==> config.mk <==
export PLATFORM = sky130hd
export DESIGN_NAME = uart_port_ex
export DESIGN_NICKNAME = d
export VERILOG_FILES = /design/src/rtl/uart_pkg.sv /design/src/rtl/uart_fifo_sa.sv /design/src/rtl/uart_port_ex.sv
export SDC_FILE = /design/constraint.sdc
export NUM_CORES = 1
export LEC_CHECK = 0
export CAP_MARGIN = 20
export CORE_ASPECT_RATIO = 0.75
export CORE_MARGIN = 1.5
export CORE_UTILIZATION = 51
export DETAILED_ROUTE_END_ITERATION = 16
export PLACE_DENSITY = 0.67
export SLEW_MARGIN = 20
export SYNTH_ARGS = -nofsm -noshare
export SYNTH_HDL_FRONTEND = slang
export SYNTH_SLANG_ARGS = --single-unit
==> constraint.sdc <==
create_clock -name clk -period 12.35 [get_ports clk]
set_clock_uncertainty 0.15 [all_clocks]
set_input_delay 1.235 -clock clk [delete_from_list [all_inputs] [get_ports clk]]
set_output_delay 1.235 -clock clk [all_outputs]
set_load 0.02 [all_outputs]
==> src/rtl/uart_pkg.sv <==
// uart_pkg: shared types for uart_port_ex (parity codes, engine states, RX FIFO entry)
package uart_pkg;
   typedef enum logic [1:0] {PAR_NONE = 2'b00, PAR_EVEN = 2'b01, PAR_ODD = 2'b10, PAR_RSVD = 2'b11} parity_e;
   typedef enum logic [2:0] {TX_IDLE, TX_START, TX_DATA, TX_PARITY, TX_STOP} tx_state_e;
   typedef enum logic [2:0] {RX_IDLE, RX_START, RX_DATA, RX_PARITY, RX_STOP} rx_state_e;
   typedef struct packed {
      logic       frame_err;
      logic       parity_err;
      logic [7:0] data;
   } rx_entry_t;
   // keeps only the low 5..8 bits selected by the data length code
   function automatic logic [7:0] bits_mask(input logic [1:0] code);
      return 8'hFF >> (2'd3 - code);
   endfunction
endpackage

==> src/rtl/uart_fifo_sa.sv <==
// uart_fifo_sa: show-ahead synchronous FIFO
// Ports: clk/rst; i_push+i_data write; i_pop consumes head; o_data is the head
// (0 when empty); o_full/o_empty/o_level report occupancy.
module uart_fifo_sa #(
   parameter int WIDTH = 8,
   parameter int DEPTH = 16
) (
   input  logic                     clk,
   input  logic                     rst,
   input  logic                     i_push,
   input  logic [WIDTH-1:0]         i_data,
   input  logic                     i_pop,
   output logic [WIDTH-1:0]         o_data,
   output logic                     o_full,
   output logic                     o_empty,
   output logic [$clog2(DEPTH):0]   o_level
);
   localparam int AW = $clog2(DEPTH);
   logic [WIDTH-1:0] r_mem [DEPTH];
   logic [AW:0]      r_wr, r_rd;
   logic             w_push, w_pop;
   // extra pointer bit separates full from empty
   assign o_level = r_wr - r_rd;
   assign o_empty = r_wr == r_rd;
   assign o_full  = o_level == (AW+1)'(DEPTH);
   assign w_pop   = i_pop && !o_empty;
   // a push into a full FIFO is accepted only when the head leaves in the same cycle
   assign w_push  = i_push && (!o_full || w_pop);
   assign o_data  = o_empty ? '0 : r_mem[r_rd[AW-1:0]];
   always_ff @(posedge clk)
      if (w_push) r_mem[r_wr[AW-1:0]] <= i_data;
   always_ff @(posedge clk)
      if (rst) begin
         r_wr <= '0;
         r_rd <= '0;
      end else begin
         if (w_push) r_wr <= r_wr + (AW+1)'(1);
         if (w_pop)  r_rd <= r_rd + (AW+1)'(1);
      end
endmodule

==> src/rtl/uart_port_ex.sv <==
// uart_port_ex: UART with x16 baud generator, TX/RX engines and TX/RX FIFOs
// Ports: clk/rst; uart_rx/uart_tx serial lines; en/div_x16 baud control;
// data_bits/parity_mode/stop2 frame format; tx_* and rx_* streams;
// rx_parity_err/rx_frame_err head flags; rx_overrun sticky (overrun_clr);
// tx_busy/rx_busy engine activity; tx_level/rx_level FIFO occupancy.
module uart_port_ex import uart_pkg::*; #(
   parameter int CLK_HZ           = 50_000_000,
   parameter int DEFAULT_BAUDRATE = 9_600,
   parameter int DIV_WIDTH        = 16,
   parameter int TX_FIFO_DEPTH    = 16,
   parameter int RX_FIFO_DEPTH    = 64
) (
   input  logic                             clk,
   input  logic                             rst,
   input  logic                             uart_rx,
   output logic                             uart_tx,
   input  logic                             en,
   input  logic [DIV_WIDTH-1:0]             div_x16,
   input  logic [1:0]                       data_bits,
   input  logic [1:0]                       parity_mode,
   input  logic                             stop2,
   input  logic                             tx_valid,
   output logic                             tx_ready,
   input  logic [7:0]                       tx_data,
   output logic                             rx_valid,
   input  logic                             rx_ready,
   output logic [7:0]                       rx_data,
   output logic                             rx_parity_err,
   output logic                             rx_frame_err,
   output logic                             rx_overrun,
   input  logic                             overrun_clr,
   output logic                             tx_busy,
   output logic                             rx_busy,
   output logic [$clog2(TX_FIFO_DEPTH):0]   tx_level,
   output logic [$clog2(RX_FIFO_DEPTH):0]   rx_level
);
   localparam int DEF_DIV = CLK_HZ / (16 * DEFAULT_BAUDRATE);
   parity_e              w_pm;
   logic [DIV_WIDTH-1:0] r_baud_cnt, w_div;
   logic                 w_tick;
   assign w_pm   = parity_e'(parity_mode);
   assign w_div  = (div_x16 < DIV_WIDTH'(2)) ? DIV_WIDTH'(DEF_DIV) : div_x16;
   // >= keeps the period bounded if the divider shrinks mid-count
   assign w_tick = en && (r_baud_cnt >= w_div - DIV_WIDTH'(1));
   always_ff @(posedge clk)
      r_baud_cnt <= (rst || !en || w_tick) ? '0 : r_baud_cnt + DIV_WIDTH'(1);
   // ---------------- TX ----------------
   tx_state_e  r_tx_st, w_tx_nxt;
   logic [4:0] r_tx_cnt;
   logic [2:0] r_tx_idx, r_tx_nb;
   logic [7:0] r_tx_sh, w_tx_sh, w_tx_head;
   logic       r_tx_par, r_tx_st2, r_tx_pbit, r_uart_tx;
   logic       w_tx_line, w_tx_load, w_tx_end, w_tx_empty, w_tx_full;
   assign w_tx_end = w_tick && r_tx_cnt == ((r_tx_st == TX_STOP && r_tx_st2) ? 5'd31 : 5'd15);
   always_comb begin
      w_tx_nxt  = r_tx_st;
      w_tx_load = 1'b0;
      case (r_tx_st)
         TX_IDLE:   if (!w_tx_empty) begin
                       w_tx_load = 1'b1;
                       w_tx_nxt  = TX_START;
                    end
         TX_START:  if (w_tx_end) w_tx_nxt = TX_DATA;
         TX_DATA:   if (w_tx_end && r_tx_idx == r_tx_nb) begin
                       if (r_tx_par) w_tx_nxt = TX_PARITY;
                       else          w_tx_nxt = TX_STOP;
                    end
         TX_PARITY: if (w_tx_end) w_tx_nxt = TX_STOP;
         TX_STOP:   if (w_tx_end) begin
                       w_tx_load = !w_tx_empty;
                       if (w_tx_empty) w_tx_nxt = TX_IDLE;
                       else            w_tx_nxt = TX_START;
                    end
         default:   w_tx_nxt = TX_IDLE;
      endcase
      w_tx_sh   = w_tx_load ? w_tx_head : (r_tx_st == TX_DATA && w_tx_end) ? r_tx_sh >> 1 : r_tx_sh;
      // line level is registered from the next state so uart_tx never glitches
      w_tx_line = (w_tx_nxt == TX_START) ? 1'b0 :
                  (w_tx_nxt == TX_DATA) ? w_tx_sh[0] :
                  (w_tx_nxt == TX_PARITY) ? r_tx_pbit : 1'b1;
   end
   always_ff @(posedge clk)
      if (rst) begin
         r_tx_st   <= TX_IDLE;
         r_uart_tx <= 1'b1;
         r_tx_sh   <= '0;
         r_tx_cnt  <= '0;
         r_tx_idx  <= '0;
         r_tx_nb   <= '0;
         r_tx_par  <= 1'b0;
         r_tx_st2  <= 1'b0;
         r_tx_pbit <= 1'b0;
      end else begin
         r_tx_st   <= w_tx_nxt;
         r_uart_tx <= w_tx_line;
         r_tx_sh   <= w_tx_sh;
         if (w_tx_load) begin
            r_tx_cnt  <= '0;
            r_tx_idx  <= '0;
            r_tx_nb   <= {1'b0, data_bits} + 3'd4;
            r_tx_par  <= w_pm == PAR_EVEN || w_pm == PAR_ODD;
            r_tx_st2  <= stop2;
            r_tx_pbit <= (^(w_tx_head & bits_mask(data_bits))) ^ (w_pm == PAR_ODD);
         end else if (w_tx_end) begin
            r_tx_cnt <= '0;
            if (r_tx_st == TX_DATA) r_tx_idx <= r_tx_idx + 3'd1;
         end else if (w_tick) r_tx_cnt <= r_tx_cnt + 5'd1;
      end
   assign uart_tx  = r_uart_tx;
   assign tx_busy  = r_tx_st != TX_IDLE;
   assign tx_ready = !w_tx_full;
   uart_fifo_sa #(.WIDTH(8), .DEPTH(TX_FIFO_DEPTH)) u_tx_fifo (
      .clk(clk), .rst(rst), .i_push(tx_valid && tx_ready), .i_data(tx_data),
      .i_pop(w_tx_load), .o_data(w_tx_head), .o_full(w_tx_full),
      .o_empty(w_tx_empty), .o_level(tx_level));
   // ---------------- RX ----------------
   rx_state_e  r_rx_st, w_rx_nxt;
   logic       r_sync1, r_sync2, r_rx_prev;
   logic [3:0] r_rx_cnt;
   logic [2:0] r_rx_idx, r_rx_nb;
   logic [7:0] r_rx_sh;
   logic       r_rx_par, r_rx_odd, r_rx_perr, r_ovr;
   logic       w_rx_start, w_rx_samp, w_stop_samp, w_rx_pop, w_rx_full, w_rx_empty;
   rx_entry_t  w_rx_in, w_rx_head;
   // falling edge only counts when the previous synchronised sample was high
   assign w_rx_start  = r_rx_st == RX_IDLE && r_rx_prev && !r_sync2;
   assign w_rx_samp   = w_tick && r_rx_cnt == ((r_rx_st == RX_START) ? 4'd7 : 4'd15);
   assign w_stop_samp = r_rx_st == RX_STOP && w_rx_samp;
   assign w_rx_pop    = rx_valid && rx_ready;
   assign w_rx_in     = '{frame_err: !r_sync2, parity_err: r_rx_perr, data: r_rx_sh};
   always_comb begin
      w_rx_nxt = r_rx_st;
      case (r_rx_st)
         RX_IDLE:   if (w_rx_start) w_rx_nxt = RX_START;
         RX_START:  if (w_rx_samp) begin
                       if (r_sync2) w_rx_nxt = RX_IDLE;
                       else         w_rx_nxt = RX_DATA;
                    end
         RX_DATA:   if (w_rx_samp && r_rx_idx == r_rx_nb) begin
                       if (r_rx_par) w_rx_nxt = RX_PARITY;
                       else          w_rx_nxt = RX_STOP;
                    end
         RX_PARITY: if (w_rx_samp) w_rx_nxt = RX_STOP;
         RX_STOP:   if (w_rx_samp) w_rx_nxt = RX_IDLE;
         default:   w_rx_nxt = RX_IDLE;
      endcase
   end
   always_ff @(posedge clk)
      if (rst) begin
         r_sync1   <= 1'b1;
         r_sync2   <= 1'b1;
         r_rx_prev <= 1'b1;
         r_rx_st   <= RX_IDLE;
         r_rx_cnt  <= '0;
         r_rx_idx  <= '0;
         r_rx_nb   <= '0;
         r_rx_sh   <= '0;
         r_rx_par  <= 1'b0;
         r_rx_odd  <= 1'b0;
         r_rx_perr <= 1'b0;
         r_ovr     <= 1'b0;
      end else begin
         r_sync1   <= uart_rx;
         r_sync2   <= r_sync1;
         r_rx_prev <= r_sync2;
         r_rx_st   <= w_rx_nxt;
         if (w_rx_start) begin
            r_rx_cnt  <= '0;
            r_rx_idx  <= '0;
            r_rx_sh   <= '0;
            r_rx_perr <= 1'b0;
            r_rx_nb   <= {1'b0, data_bits} + 3'd4;
            r_rx_par  <= w_pm == PAR_EVEN || w_pm == PAR_ODD;
            r_rx_odd  <= w_pm == PAR_ODD;
         end else if (w_rx_samp) begin
            r_rx_cnt <= '0;
            if (r_rx_st == RX_DATA) begin
               r_rx_sh[r_rx_idx] <= r_sync2;
               r_rx_idx          <= r_rx_idx + 3'd1;
            end
            if (r_rx_st == RX_PARITY) r_rx_perr <= (^r_rx_sh ^ r_rx_odd) != r_sync2;
         end else if (w_tick) r_rx_cnt <= r_rx_cnt + 4'd1;
         // set wins over a simultaneous clear
         r_ovr <= (w_stop_samp && w_rx_full && !w_rx_pop) || (r_ovr && !overrun_clr);
      end
   uart_fifo_sa #(.WIDTH(10), .DEPTH(RX_FIFO_DEPTH)) u_rx_fifo (
      .clk(clk), .rst(rst), .i_push(w_stop_samp), .i_data(w_rx_in),
      .i_pop(w_rx_pop), .o_data(w_rx_head), .o_full(w_rx_full),
      .o_empty(w_rx_empty), .o_level(rx_level));
   assign rx_valid      = !w_rx_empty;
   assign rx_data       = w_rx_head.data;
   assign rx_parity_err = w_rx_head.parity_err;
   assign rx_frame_err  = w_rx_head.frame_err;
   assign rx_overrun    = r_ovr;
   assign rx_busy       = r_rx_st != RX_IDLE;
endmodule

==> results.py <==
metrics = {
    "status": {
        "status": "finished, final reports clean",
    },
    "detailed_routing": {
        "drt_wl_total_um": 80960,
        "drt_iter0_drc": 2446,
        "drc": 0,
        "via_per_inst": 6.194,
        "dr_total_vias": 17940,
        "drtPass1Iterations": 6,
        "drtAntennaViolNets": 0,
        "wire_per_inst_um": 27.96,
    },
    "global_route": {
        "gr-total-overflow": 0,
        "grt_pass1_wl_um": 120200,
        "grt_use_total_pct": 23.56,
        "grt_max_degree": 82,
        "grt_pass1_vias": 17580,
        "antenna_found_initial": 1,
    },
    "cells_and_area": {
        "register_area_um2": 25190,
        "num_antenna_cells": 0,
        "multi_input_area_um2": 9394,
        "nNetsFinal": 2012,
        "mostFrequentLayoutCell": "edfxtp_1",
        "num-fill-cells": 4873,
        "area_delta_synth_final_pct": 12.32,
        "design_area_um2": 39410,
        "stdcell_count": 2896,
        "drive_gt1_share_pct": 19.91,
        "final_cell_mix": "768 x edfxtp_1, 231 x mux4_2, 180 x nor2_1",
    },
    "timing": {
        "max_freq_ghz": 0.1192,
        "slew_viol_final": 0,
        "rsz0062_at_grt": "false",
        "period_needed_ns": 8.388,
        "setup_tns_ns": 0,
        "timing_hold_violations_final": 0,
        "timing.final.crit_share_pct": 67.92,
        "worst_pin_slew_ns": 1.120,
        "setup_viol": 0,
        "maxSlewHeadroom_pct": 25.31,
    },
    "synth": {
        "ys_seq_area_share_pct": 71.66,
        "syn_avg_cell_area_um2": 18.84,
        "synth-seq-cells": 872,
        "synth_nets": 1940,
        "synth_area_um2": 35090,
        "async_flop_share_pct": 0,
        "ys_warn_count": 0,
        "netlist_instances": 1862,
        "synth.distinct_cells": 65,
        "ys.flop_type": "edfxtp_1",
        "synth_largest_area_cell": "edfxtp_1",
        "synth_top_area_share_pct": 65.73,
        "synth_area_leaders": "edfxtp_1 66%, mux4_2 15%, dfxtp_1 5.9%, nor2_1 1.9%, ha_1 1.4%",
        "synth_edf_count": 768,
    },
    "power": {
        "comb_power_share_pct": 7.5,
        "swShare_pct": 21.88,
        "p_leak_uw": 0.01385,
        "p_per_area_nw_per_um2": 160.3,
        "p_switching_uw": 1383,
        "vdd_drop_max_mv": 0.1010,
        "p_int_uw": 4936,
        "total_power_uw": 6319,
        "clock_power_share_pct": 41.0,
        "p_seq_share_pct": 51.4,
    },
    "cts": {
        "cts_root_buf": "clkbuf_16",
        "clock_path_buffers": 3,
        "insertion_delay_ns": 0.63,
        "htree_levels": 3,
        "clkSinkCount": 872,
        "cts_hold_buf": 0,
        "cts_resized": 0,
        "cts.clk_slew.worst_paths_ns": 0.06,
        "postCtsSetupRepairBufs": 0,
        "cts_tree": "built",
        "cts_made_buffers": 84,
    },
    "worst_setup_path": {
        "crit_arrival_ns": 8.48,
        "crit_path_top_delay_cell": "or4_1",
        "critPathLaunchType": "input port",
        "crit_family": "simple AND/OR/NAND/NOR gates",
        "crit_path_cell_trace": "clkdlybuf4s50_1 > or3_1 > or4_1 > nor3_1 > nor2_1 > ha_1 > nand2_1 > or2_1 > nor3_1 > nand2b_1 > nor4_1 > xnor2_1 > ha_1 > nand4_1 > nor3_1 > o311ai_1 > a31oi_1 > buf_4 > nand4_1 > nor2_1 > o21ai_1 > or4_1 > nor2_1",
        "path_buf_inv": 2,
        "crit_path_end_kind": "flop",
        "r2r_start": "u_rx_fifo.r_wr[3]$_SDFFE_PP0P_",
        "critPathMaxFanout": 17,
        "slowest_delay_ns": 0.99,
        "r2r-end": "u_rx_fifo.r_mem[19][5]$_DFFE_PP_",
        "worstRegToRegCells": 8,
        "critPathKind": "in -> reg",
        "critPathRequiredTime_ns": 12.44,
        "rrSetupSlack_ns": 6.96,
    },
    "floorplan": {
        "core_area_um2": 68230,
        "pin_count": 64,
        "rows": 83,
        "dieArea_um2": 70390,
        "dieHeight_um": 230.2,
        "start_util_pct": 51.42,
        "dieWidth_um": 305.9,
    },
    "hold_path": {
        "hold_depth": 2,
        "worstHoldStart": "r_tx_st2$_SDFFE_PP0P_",
        "holdCritPathClass": "reg -> reg",
        "min_to": "r_tx_st2$_SDFFE_PP0P_",
    },
    "placement": {
        "io_buffers": 63,
        "dp_cells": 2739,
        "gp_congestion": 0.8232,
        "hpwl_um": 48820,
        "dpl_cell_area_um2": 36600,
    },
    "job": {
        "drv_cap": 0,
    },
}
logic make-up (layout without fill, tap and decap cells):
group	after synthesis	in the layout	synth area share [%]
xor+xnor	81	81	2.083
fa+ha+maj	42	42	1.541
flops	872	872	71.66
buf+inv	136	278	1.591
simple gates	372	372	4.971
mux	267	267	16.43
compound gates	92	92	1.719
cell usage after synthesis (5+ instances only):
cell and count:
a211oi_1 10, a21oi_1 27, a221oi_1 5, a22o_1 5, a31oi_1 5, and2_1 13
and3_1 7, buf_1 13, buf_2 16, clkbuf_1 63, dfxtp_1 104, edfxtp_1 768
ha_1 40, inv_1 41, mux2_1 6, mux2i_1 18, mux4_1 12, mux4_2 231
nand2_1 49, nand2b_1 6, nand3_1 22, nand3b_1 5, nand4_1 16, nor2_1 182
nor2b_1 11, nor3_1 20, o21ai_0 12, o21ai_1 5, or3_1 12, or4_1 11
xnor2_1 43, xor2_1 36
power groups by stage:
stage               Combinational [uW]  Sequential, uW  Clock (uW)
global placement                   470            3310           0
finish                             476            3250        2590
global route                       519            3260        2740
detailed placement                 475            3320           0
CTS                                477            3250        2630
floorplan                          355            3300           0
through the flow:
stage               hold WS [ns]  utilization, %  worst slack, ns
floorplan                 0.2395               -            6.111
global placement          0.2895           53.64            3.692
detailed placement        0.2878           53.64            3.476
CTS                       0.3139           57.73            4.120
global route              0.3322           57.76            3.378
finish                    0.3132           57.76            3.962
cell type report:
class | count | area share (%)
Sequential cell | 872 | 63.91
Multi-Input combinational cell | 854 | 23.84
Clock buffer | 101 | 5.658
Tap cell | 892 | 2.832
Timing Repair Buffer | 81 | 1.962
Clock inverter | 55 | 1.410
Inverter | 41 | 0.3937
per-layer routing:
layer	up-vias	global-route usage, %	routed length, um
met5	-	0	0
met4	0	6.234	1831
met3	123	7.456	9054
met2	947	31.97	34000
met1	9282	36.73	36070
li1	7586	-	-
worst min-delay path, cell delays in order, from the launching register on:
cell,delay [ns]
dfxtp_1,0.31
nand2_1,0.05
a21oi_1,0.05
worst max-delay path by stage:
stage / start / to / slack (ns) / cells after the start
2_1_floorplan: div_x16[9] / u_rx_fifo.r_mem[24][0]$_DFFE_PP_ / 6.11 / 22
5_1_grt: div_x16[9] / u_rx_fifo.r_mem[19][3]$_DFFE_PP_ / 3.38 / 23
6_report: div_x16[9] / u_rx_fifo.r_mem[9][9]$_DFFE_PP_ / 3.96 / 23
3_3_place_gp: div_x16[8] / u_rx_fifo.r_mem[52][0]$_DFFE_PP_ / 3.69 / 23
4_1_cts: div_x16[9] / u_rx_fifo.r_mem[9][9]$_DFFE_PP_ / 4.12 / 23
3_5_place_dp: div_x16[9] / u_rx_fifo.r_mem[52][0]$_DFFE_PP_ / 3.48 / 23
registers in the layout (all words and copies together) (netlist names), 3 cells and up, named ones only:
signal           count
u_tx_fifo.r_mem    128
u_tx_fifo.r_wr       5
r_tx_sh              8
r_rx_cnt             4
u_rx_fifo.r_rd       7
r_rx_idx             3
r_rx_sh              8
r_tx_nb              3
r_tx_st              3
r_rx_st              3
r_tx_idx             3
u_tx_fifo.r_rd       5
r_rx_nb              3
u_rx_fifo.r_wr       7
r_baud_cnt          16
u_rx_fifo.r_mem    640
r_tx_cnt             5
(Power assumes the default switching activity.)
